**src/rtl/axi_lite_master.sv**
```systemverilog
// AXI4-Lite master that runs one single-beat read or write at a time.
// Every output is a flop, so all valids and readies are computed from the next state.
module axi_lite_master #(
  parameter int ADDR_WIDTH = 32,
  parameter int DATA_WIDTH = 32
) (
  input  logic                  clk,
  input  logic                  reset,
  input  logic                  cmd_valid,
  output logic                  cmd_ready,
  input  logic                  cmd_write,
  input  logic [ADDR_WIDTH-1:0] cmd_addr,
  input  logic [DATA_WIDTH-1:0] cmd_wdata,
  output logic                  rsp_valid,
  input  logic                  rsp_ready,
  output logic [DATA_WIDTH-1:0] rsp_rdata,
  output logic [1:0]            rsp_resp,
  output logic                  m_awvalid,
  input  logic                  m_awready,
  output logic [ADDR_WIDTH-1:0] m_awaddr,
  output logic                  m_wvalid,
  input  logic                  m_wready,
  output logic [DATA_WIDTH-1:0] m_wdata,
  input  logic                  m_bvalid,
  output logic                  m_bready,
  input  logic [1:0]            m_bresp,
  output logic                  m_arvalid,
  input  logic                  m_arready,
  output logic [ADDR_WIDTH-1:0] m_araddr,
  input  logic                  m_rvalid,
  output logic                  m_rready,
  input  logic [DATA_WIDTH-1:0] m_rdata,
  input  logic [1:0]            m_rresp
);

  typedef enum logic [2:0] {
    S_IDLE,
    S_WRITE,
    S_WAIT_B,
    S_READ_ADDR,
    S_WAIT_R,
    S_RESP
  } state_t;

  state_t r_state;
  state_t w_state_next;

  logic                  r_cmd_ready;
  logic                  r_awvalid;
  logic                  r_wvalid;
  logic                  r_arvalid;
  logic                  r_bready;
  logic                  r_rready;
  logic                  r_rsp_valid;
  logic [ADDR_WIDTH-1:0] r_addr;
  logic [DATA_WIDTH-1:0] r_wdata;
  logic [DATA_WIDTH-1:0] r_rsp_rdata;
  logic [1:0]            r_rsp_resp;

  logic w_accept;
  logic w_aw_done;
  logic w_w_done;

  assign w_accept  = (r_state == S_IDLE) && r_cmd_ready && cmd_valid;
  // A channel is finished once its valid has dropped or it handshakes this cycle.
  assign w_aw_done = !r_awvalid || m_awready;
  assign w_w_done  = !r_wvalid  || m_wready;

  always_comb begin
    w_state_next = r_state;
    unique case (r_state)
      S_IDLE:      if (w_accept) w_state_next = cmd_write ? S_WRITE : S_READ_ADDR;
      S_WRITE:     if (w_aw_done && w_w_done) w_state_next = S_WAIT_B;
      S_WAIT_B:    if (r_bready && m_bvalid) w_state_next = S_RESP;
      S_READ_ADDR: if (r_arvalid && m_arready) w_state_next = S_WAIT_R;
      S_WAIT_R:    if (r_rready && m_rvalid) w_state_next = S_RESP;
      S_RESP:      if (r_rsp_valid && rsp_ready) w_state_next = S_IDLE;
      default:     w_state_next = S_IDLE;
    endcase
  end

  always_ff @(posedge clk) begin
    if (reset) begin
      r_state     <= S_IDLE;
      r_cmd_ready <= 1'b0;
      r_awvalid   <= 1'b0;
      r_wvalid    <= 1'b0;
      r_arvalid   <= 1'b0;
      r_bready    <= 1'b0;
      r_rready    <= 1'b0;
      r_rsp_valid <= 1'b0;
      r_addr      <= '0;
      r_wdata     <= '0;
      r_rsp_rdata <= '0;
      r_rsp_resp  <= '0;
    end else begin
      r_state     <= w_state_next;
      r_cmd_ready <= (w_state_next == S_IDLE);
      r_bready    <= (w_state_next == S_WAIT_B);
      r_rready    <= (w_state_next == S_WAIT_R);
      r_rsp_valid <= (w_state_next == S_RESP);

      if (w_accept) begin
        r_addr    <= cmd_addr;
        r_wdata   <= cmd_wdata;
        r_awvalid <= cmd_write;
        r_wvalid  <= cmd_write;
        r_arvalid <= !cmd_write;
      end else begin
        if (m_awready) r_awvalid <= 1'b0;
        if (m_wready)  r_wvalid  <= 1'b0;
        if (m_arready) r_arvalid <= 1'b0;
      end

      if (r_state == S_WAIT_B && r_bready && m_bvalid) begin
        r_rsp_rdata <= '0;
        r_rsp_resp  <= m_bresp;
      end
      if (r_state == S_WAIT_R && r_rready && m_rvalid) begin
        r_rsp_rdata <= m_rdata;
        r_rsp_resp  <= m_rresp;
      end
    end
  end

  assign cmd_ready = r_cmd_ready;
  assign rsp_valid = r_rsp_valid;
  assign rsp_rdata = r_rsp_rdata;
  assign rsp_resp  = r_rsp_resp;
  assign m_awvalid = r_awvalid;
  assign m_awaddr  = r_addr;
  assign m_wvalid  = r_wvalid;
  assign m_wdata   = r_wdata;
  assign m_bready  = r_bready;
  assign m_arvalid = r_arvalid;
  assign m_araddr  = r_addr;
  assign m_rready  = r_rready;

endmodule
```
**config.mk**
```make
export PLATFORM = sky130hd
export DESIGN_NAME = axi_lite_master
export DESIGN_NICKNAME = d
export VERILOG_FILES = /design/src/rtl/axi_lite_master.sv
export SDC_FILE = /design/constraint.sdc
export NUM_CORES = 1
export LEC_CHECK = 0
export ABC_CLOCK_PERIOD_IN_PS = 1700
export CAP_MARGIN = 25
export CORE_ASPECT_RATIO = 0.5
export CORE_MARGIN = 3
export CORE_UTILIZATION = 37
export CTS_BUF_LIST = sky130_fd_sc_hd__clkbuf_16
export CTS_CLUSTER_SIZE = 12
export DETAILED_ROUTE_END_ITERATION = 8
export PLACE_DENSITY = 0.8
export SYNTH_ARGS = -nofsm -noshare
export SYNTH_HDL_FRONTEND = slang
export SYNTH_SLANG_ARGS = --single-unit
```
**constraint.sdc**
```tcl
create_clock -name clk -period 1.7 [get_ports clk]
set_input_delay 0.34 -clock clk [delete_from_list [all_inputs] [get_ports clk]]
set_output_delay 0.34 -clock clk [all_outputs]
set_load 0.03 [all_outputs]
```
==> flow_summary.toml, run 1 <==
[sta]
maxSlewViolCount = 0
worstMarginPinSlew_ps = 489
fmaxAchievable_mhz = 598
setup_viol = 0
slew_headroom_pct = 67.4
timing.final.crit_share_pct = 98.4
finalHoldViolations = 0
finalWorstSetupSlack_ps = 27.1
fin_skew_ps = 5.07
fin_worst_hold_slack_ps = 381
period_needed_ps = 1670

[yosys]
synth_nets = 590
synthTopCellsByArea = "dfxtp_1 (54%), nand2_1 (13%), a21oi_1 (8.5%), a22oi_1 (6.2%), buf_4 (6.0%)"
yosysTopAreaCell = "dfxtp_1"
synth_edf_count = 0
yosysWarnings = 0
synth_top_area_share_pct = 53.8
async_flop_share_pct = 0
yosys_register_bits = 108
synth_ff_type = "dfxtp_1"
netlist_area_um2 = 4020
ys_seq_area_share_pct = 53.8
syn_area_per_cell_um2 = 8.37
synth_cells = 480
synthDistinctLibCells = 31

[floorplanning]
pin_count = 247
start_util_pct = 38.7
die_area_um2 = 12200
rows = 26
fp.dieH_um = 79.7
die-width_um = 153
coreArea_um2 = 10400

[finish]
fin_nets = 797
synthToLayoutAreaGrowth_pct = 68.0
final_common_cell = "nand2_1"
utilization_pct = 65.0
diodes = 0
final_cell_mix = "nand2_1 (134), clkdlybuf4s50_1 (109), dfxtp_1 (108)"
stdcell_area_um2 = 6750
fill_cells = 925
drive_above_1_share_pct = 5.20

[clock_tree]
cts-root-buf = "clkbuf_16"
cts_buffer_depth = 2
path_clk_slew_ps = 70
cts_setup_buffers = 0
tritoncts = "yes"
cts_buffers = 9
clock_insertion_delay_worst_skew_ps = 330
cts.htree.levels = 3
clock_sinks = 108

[global_route]
overflow = 0
grtUsageTotal_pct = 19.6
grt_max_degree = 48
grt_pass1_wl_mm = 19.7
grt_pass1_vias = 3788
antenna_found_initial = 0

[place]
gp_congestion = 0.829
io_buffers = 246
dpl_cell_area_um2 = 6470
pre_cts_slack_ps = -166
dp_hpwl_mm = 9.24

[critical_path]
criticalPathCategory = "flip-flop to output pin"
crit_path_top_delay_cell = "clkdlybuf4s50_1"
crit_chain = "clkdlybuf4s50_1"
critPathLaunchType = "flip-flop"
cp-end-kind = "output pin"
slowest_delay_ps = 680
worstPathRequired_ps = 1360
path_buf_inv = 1
critical-path-top-delay-family = "buffers and inverters"
arrival_ps = 1330
cp_max_fo = 2

[route]
viasPerCell = 4.80
dr.first_iter.drc_count = 196
drc = 0
firstDrtPassIters = 7
num_vias = 3992
routed_wl_mm = 12.7
ant_nets = 0
post_drt_wl_per_cell_um = 15.2

[job]
max-cap-violations = 0

[status]
outcome = "complete, no violations"

[power]
ir_drop_uv = 673
p_total_mw = 6.75
p_leak_nw = 3.46
powerDensity_nw_per_um2 = 1000

[min_path]
hold_class = "primary input to flip-flop"
## repair_timing
action	4_1_cts	5_1_grt
endpoints found under the setup margin	107	54
gates resized for setup	104	33
hold buffers	0	0
## area by class of cell
cell class	count	area, um2	share of cell area [%]
clock inverters	7	91.3	1.35
clock buffers	9	225	3.34
flip-flops and latches	108	2160	32.0
well taps	140	175	2.60
multi-input cells	305	1480	22.0
repair buffers	262	2610	38.6
inverters	1	3.75	0.0556
## cell usage after synthesis (2+ instances only)
| cell | n |
|---|---|
| and2_1 | 3 |
| buf_2 | 9 |
| a21oi_1 | 68 |
| nand2b_1 | 5 |
| dfxtp_1 | 108 |
| nor3_1 | 3 |
| a22oi_1 | 33 |
| clkbuf_1 | 23 |
| and4_1 | 2 |
| a31oi_1 | 2 |
| buf_4 | 32 |
| nor2_1 | 37 |
| nand2_1 | 134 |
| a211oi_1 | 2 |
| mux2i_1 | 2 |
| nand4_1 | 2 |
## path summary, 6_finish.rpt
check,startpoint,endpoint,slack (ps),cells past startpoint
max,m_wdata[29],m_wdata[29],30,1
min,reset,r_state[1],380,2
max reg2reg,r_state[2],m_rready,60,4
min reg2reg,m_wdata[1],m_wdata[1],450,2
## flip-flops by register name (all words and copies together) (netlist names)
name       flops
m_araddr      32
m_wdata       32
rsp_rdata     32
r_state        3
rsp_resp       2
cmd_ready      1
m_arvalid      1
m_awvalid      1
m_bready       1
m_rready       1
m_wvalid       1
rsp_valid      1
## per-layer routing
| metal | GRT usage (%) | vias up | routed length (um) |
|---|---|---|---|
| li1 | - | 1972 | - |
| met4 | 4.58 | 0 | 181 |
| met3 | 4.82 | 12 | 531 |
| met1 | 23.4 | 1905 | 5220 |
| met5 | 0 | - | 0 |
| met2 | 36.1 | 103 | 6750 |
## cell families after synthesis
logic type	synth area share, %
buffers and inverters	9.56
AO/OA/AOI/OAI	16.0
flip-flops	53.8
AND/OR/NAND/NOR	20.1
multiplexers	0.498
## where the power goes
group	internal (mW)	switching [mW]
clock network	1.28	0.920
logic	0.706	1.02
registers	2.71	0.115
total	4.70	2.05
## metrics by stage
| step | instances | TNS [ps] |
|---|---|---|
| global route | 832 | -2.04 |
| finish | 832 | 0 |
| detailed placement | 816 | -481 |
| global placement | 816 | -382 |
| floorplan | 480 | 0 |
| CTS | 832 | 0 |
No activity file was read; power rests on OpenSTA's default activity.
==> run 2: changes to the inputs <==
--- a/config.mk
+++ b/config.mk
@@ -14,6 +14,8 @@
 export CTS_CLUSTER_SIZE = 12
 export DETAILED_ROUTE_END_ITERATION = 8
 export PLACE_DENSITY = 0.8
+export SKIP_CTS_REPAIR_TIMING = 1
 export SYNTH_ARGS = -nofsm -noshare
 export SYNTH_HDL_FRONTEND = slang
 export SYNTH_SLANG_ARGS = --single-unit
+export TNS_END_PERCENT = 50
==> run 2 against run 1 <==
Worst hold slack is essentially flat; clock skew hardly changed; non-clock buffer count is the same; final cell count did not move; wire length increased by 5.2%; clock-buffer cell count unchanged; die area stayed put; cell area grew 5.8%; flip-flop and latch count did not move; clock power about the same; sequential power barely moved; critical path depth stayed put.
==> flow_summary.toml, run 2 (synthesis results as in run 1) <==
[status]
outcome = "complete, no violations"

[global_route]
antenna_found_initial = 0
grt_pass1_vias = 3808
overflow = 0
grt_max_degree = 48
grtUsageTotal_pct = 19.7
grt_pass1_wl_mm = 19.8

[finish]
drive_above_1_share_pct = 5.20
diodes = 0
final_common_cell = "dlymetal6s2s_1"
final_cell_mix = "dlymetal6s2s_1 (136), nand2_1 (134), clkdlybuf4s50_1 (109)"
synthToLayoutAreaGrowth_pct = 77.7
final_cells = 832
fin_nets = 797

[route]
firstDrtPassIters = 6
post_drt_wl_per_cell_um = 16.0
ant_nets = 0
drc = 0
num_vias = 4025
routed_wl_mm = 13.3
viasPerCell = 4.84
dr.first_iter.drc_count = 190

[sta]
worstMarginPinSlew_ps = 487
maxSlewViolCount = 0
slew_headroom_pct = 67.5
fmaxAchievable_mhz = 595
finalHoldViolations = 0
period_needed_ps = 1680
fin_worst_hold_slack_ps = 381
setup_viol = 0
timing.final.crit_share_pct = 98.8
fin_skew_ps = 5.29

[clock_tree]
clock_insertion_delay_worst_skew_ps = 330
cts.htree.levels = 3
tritoncts = "yes"
cts_buffer_depth = 2
clock_sinks = 108
cts-root-buf = "clkbuf_16"
path_clk_slew_ps = 70
cts_buffers = 9

[critical_path]
critPathLaunchType = "flip-flop"
slowest_delay_ps = 680
ff2ff_setup_slack_ps = 70
criticalPathCategory = "flip-flop to output pin"
crit_chain = "clkdlybuf4s50_1"
timing.rr.start = "r_state[2]"
path_buf_inv = 1
critical-path-top-delay-family = "buffers and inverters"
ff2ff_path_depth = 4
cp_max_fo = 2
cp-end-kind = "output pin"
worstPathRequired_ps = 1360
arrival_ps = 1340
crit_path_top_delay_cell = "clkdlybuf4s50_1"
r2r-end = "m_rready"

[power]
powerDensity_nw_per_um2 = 963
ir_drop_uv = 683
p_leak_nw = 4.85
p_total_mw = 6.87

[min_path]
hold_depth = 2
hold_path_end = "r_state[1]"
worstHoldStart = "reset"
hold_class = "primary input to flip-flop"

[place]
io_buffers = 246
dp_cells = 816
dp_hpwl_mm = 9.24
gp_congestion = 0.829

[floorplanning]
start_util_pct = 38.7
die_area_um2 = 12200
rows = 26
coreArea_um2 = 10400
pin_count = 247
die-width_um = 153
fp.dieH_um = 79.7

[job]
max-cap-violations = 0
[run 2: changes by cell type in the layout (fill, tap and decap cells not counted), sizes merged]
cell          delta
dlygate4sd2    -104
dlymetal6s2s   +104
[run 2: how the worst max path moves through the flow]
stage,startpoint,to,slack (ps),cells after the start
2_1_floorplan,m_awvalid,cmd_ready,150,4
3_3_place_gp,m_awready,cmd_ready,-150,6
3_5_place_dp,m_awready,cmd_ready,-170,6
4_1_cts,m_rready,m_rready,-100,1
5_1_grt,r_state[2],m_rready,-40,4
6_report,m_wdata[29],m_wdata[29],20,1
[run 2: final cells by class]
cell class                 count  area [um2]
fill                         796        3240
timing repair buffer         262        3000
sequential                   108        2160
multi-input combinational    305        1480
clock buffer                   9         225
tap                          140         175
clock inverter                 7        91.3
inverter                       1        3.75
[run 2: where the power goes]
group / switching, mW / internal [mW]
combinational: 1.03 / 0.810
clock: 0.918 / 1.28
sequential: 0.119 / 2.71
[run 2: stage by stage]
| step | area, um2 | setup slack [ps] | utilization (%) | TNS, ps |
|---|---|---|---|---|
| 2_1_floorplan | 4020 | 150 | - | 0 |
| 3_3_place_gp | 6470 | -152 | 62.4 | -382 |
| 3_5_place_dp | 6470 | -166 | 62.4 | -481 |
| 4_1_cts | 6790 | -101 | 65.4 | -2570 |
| 5_1_grt | 7140 | -35.0 | 68.8 | -48.8 |
| 6_report | 7140 | 20.2 | 68.8 | 0 |
[run 2: layer usage]
metal | routed length [um] | GRT usage (%) | vias up
met5 | 0 | 0 | -
met4 | 236 | 4.58 | 0
met1 | 5380 | 23.7 | 1920
met2 | 7170 | 36.1 | 113
li1 | - | - | 1974
met3 | 554 | 4.82 | 18
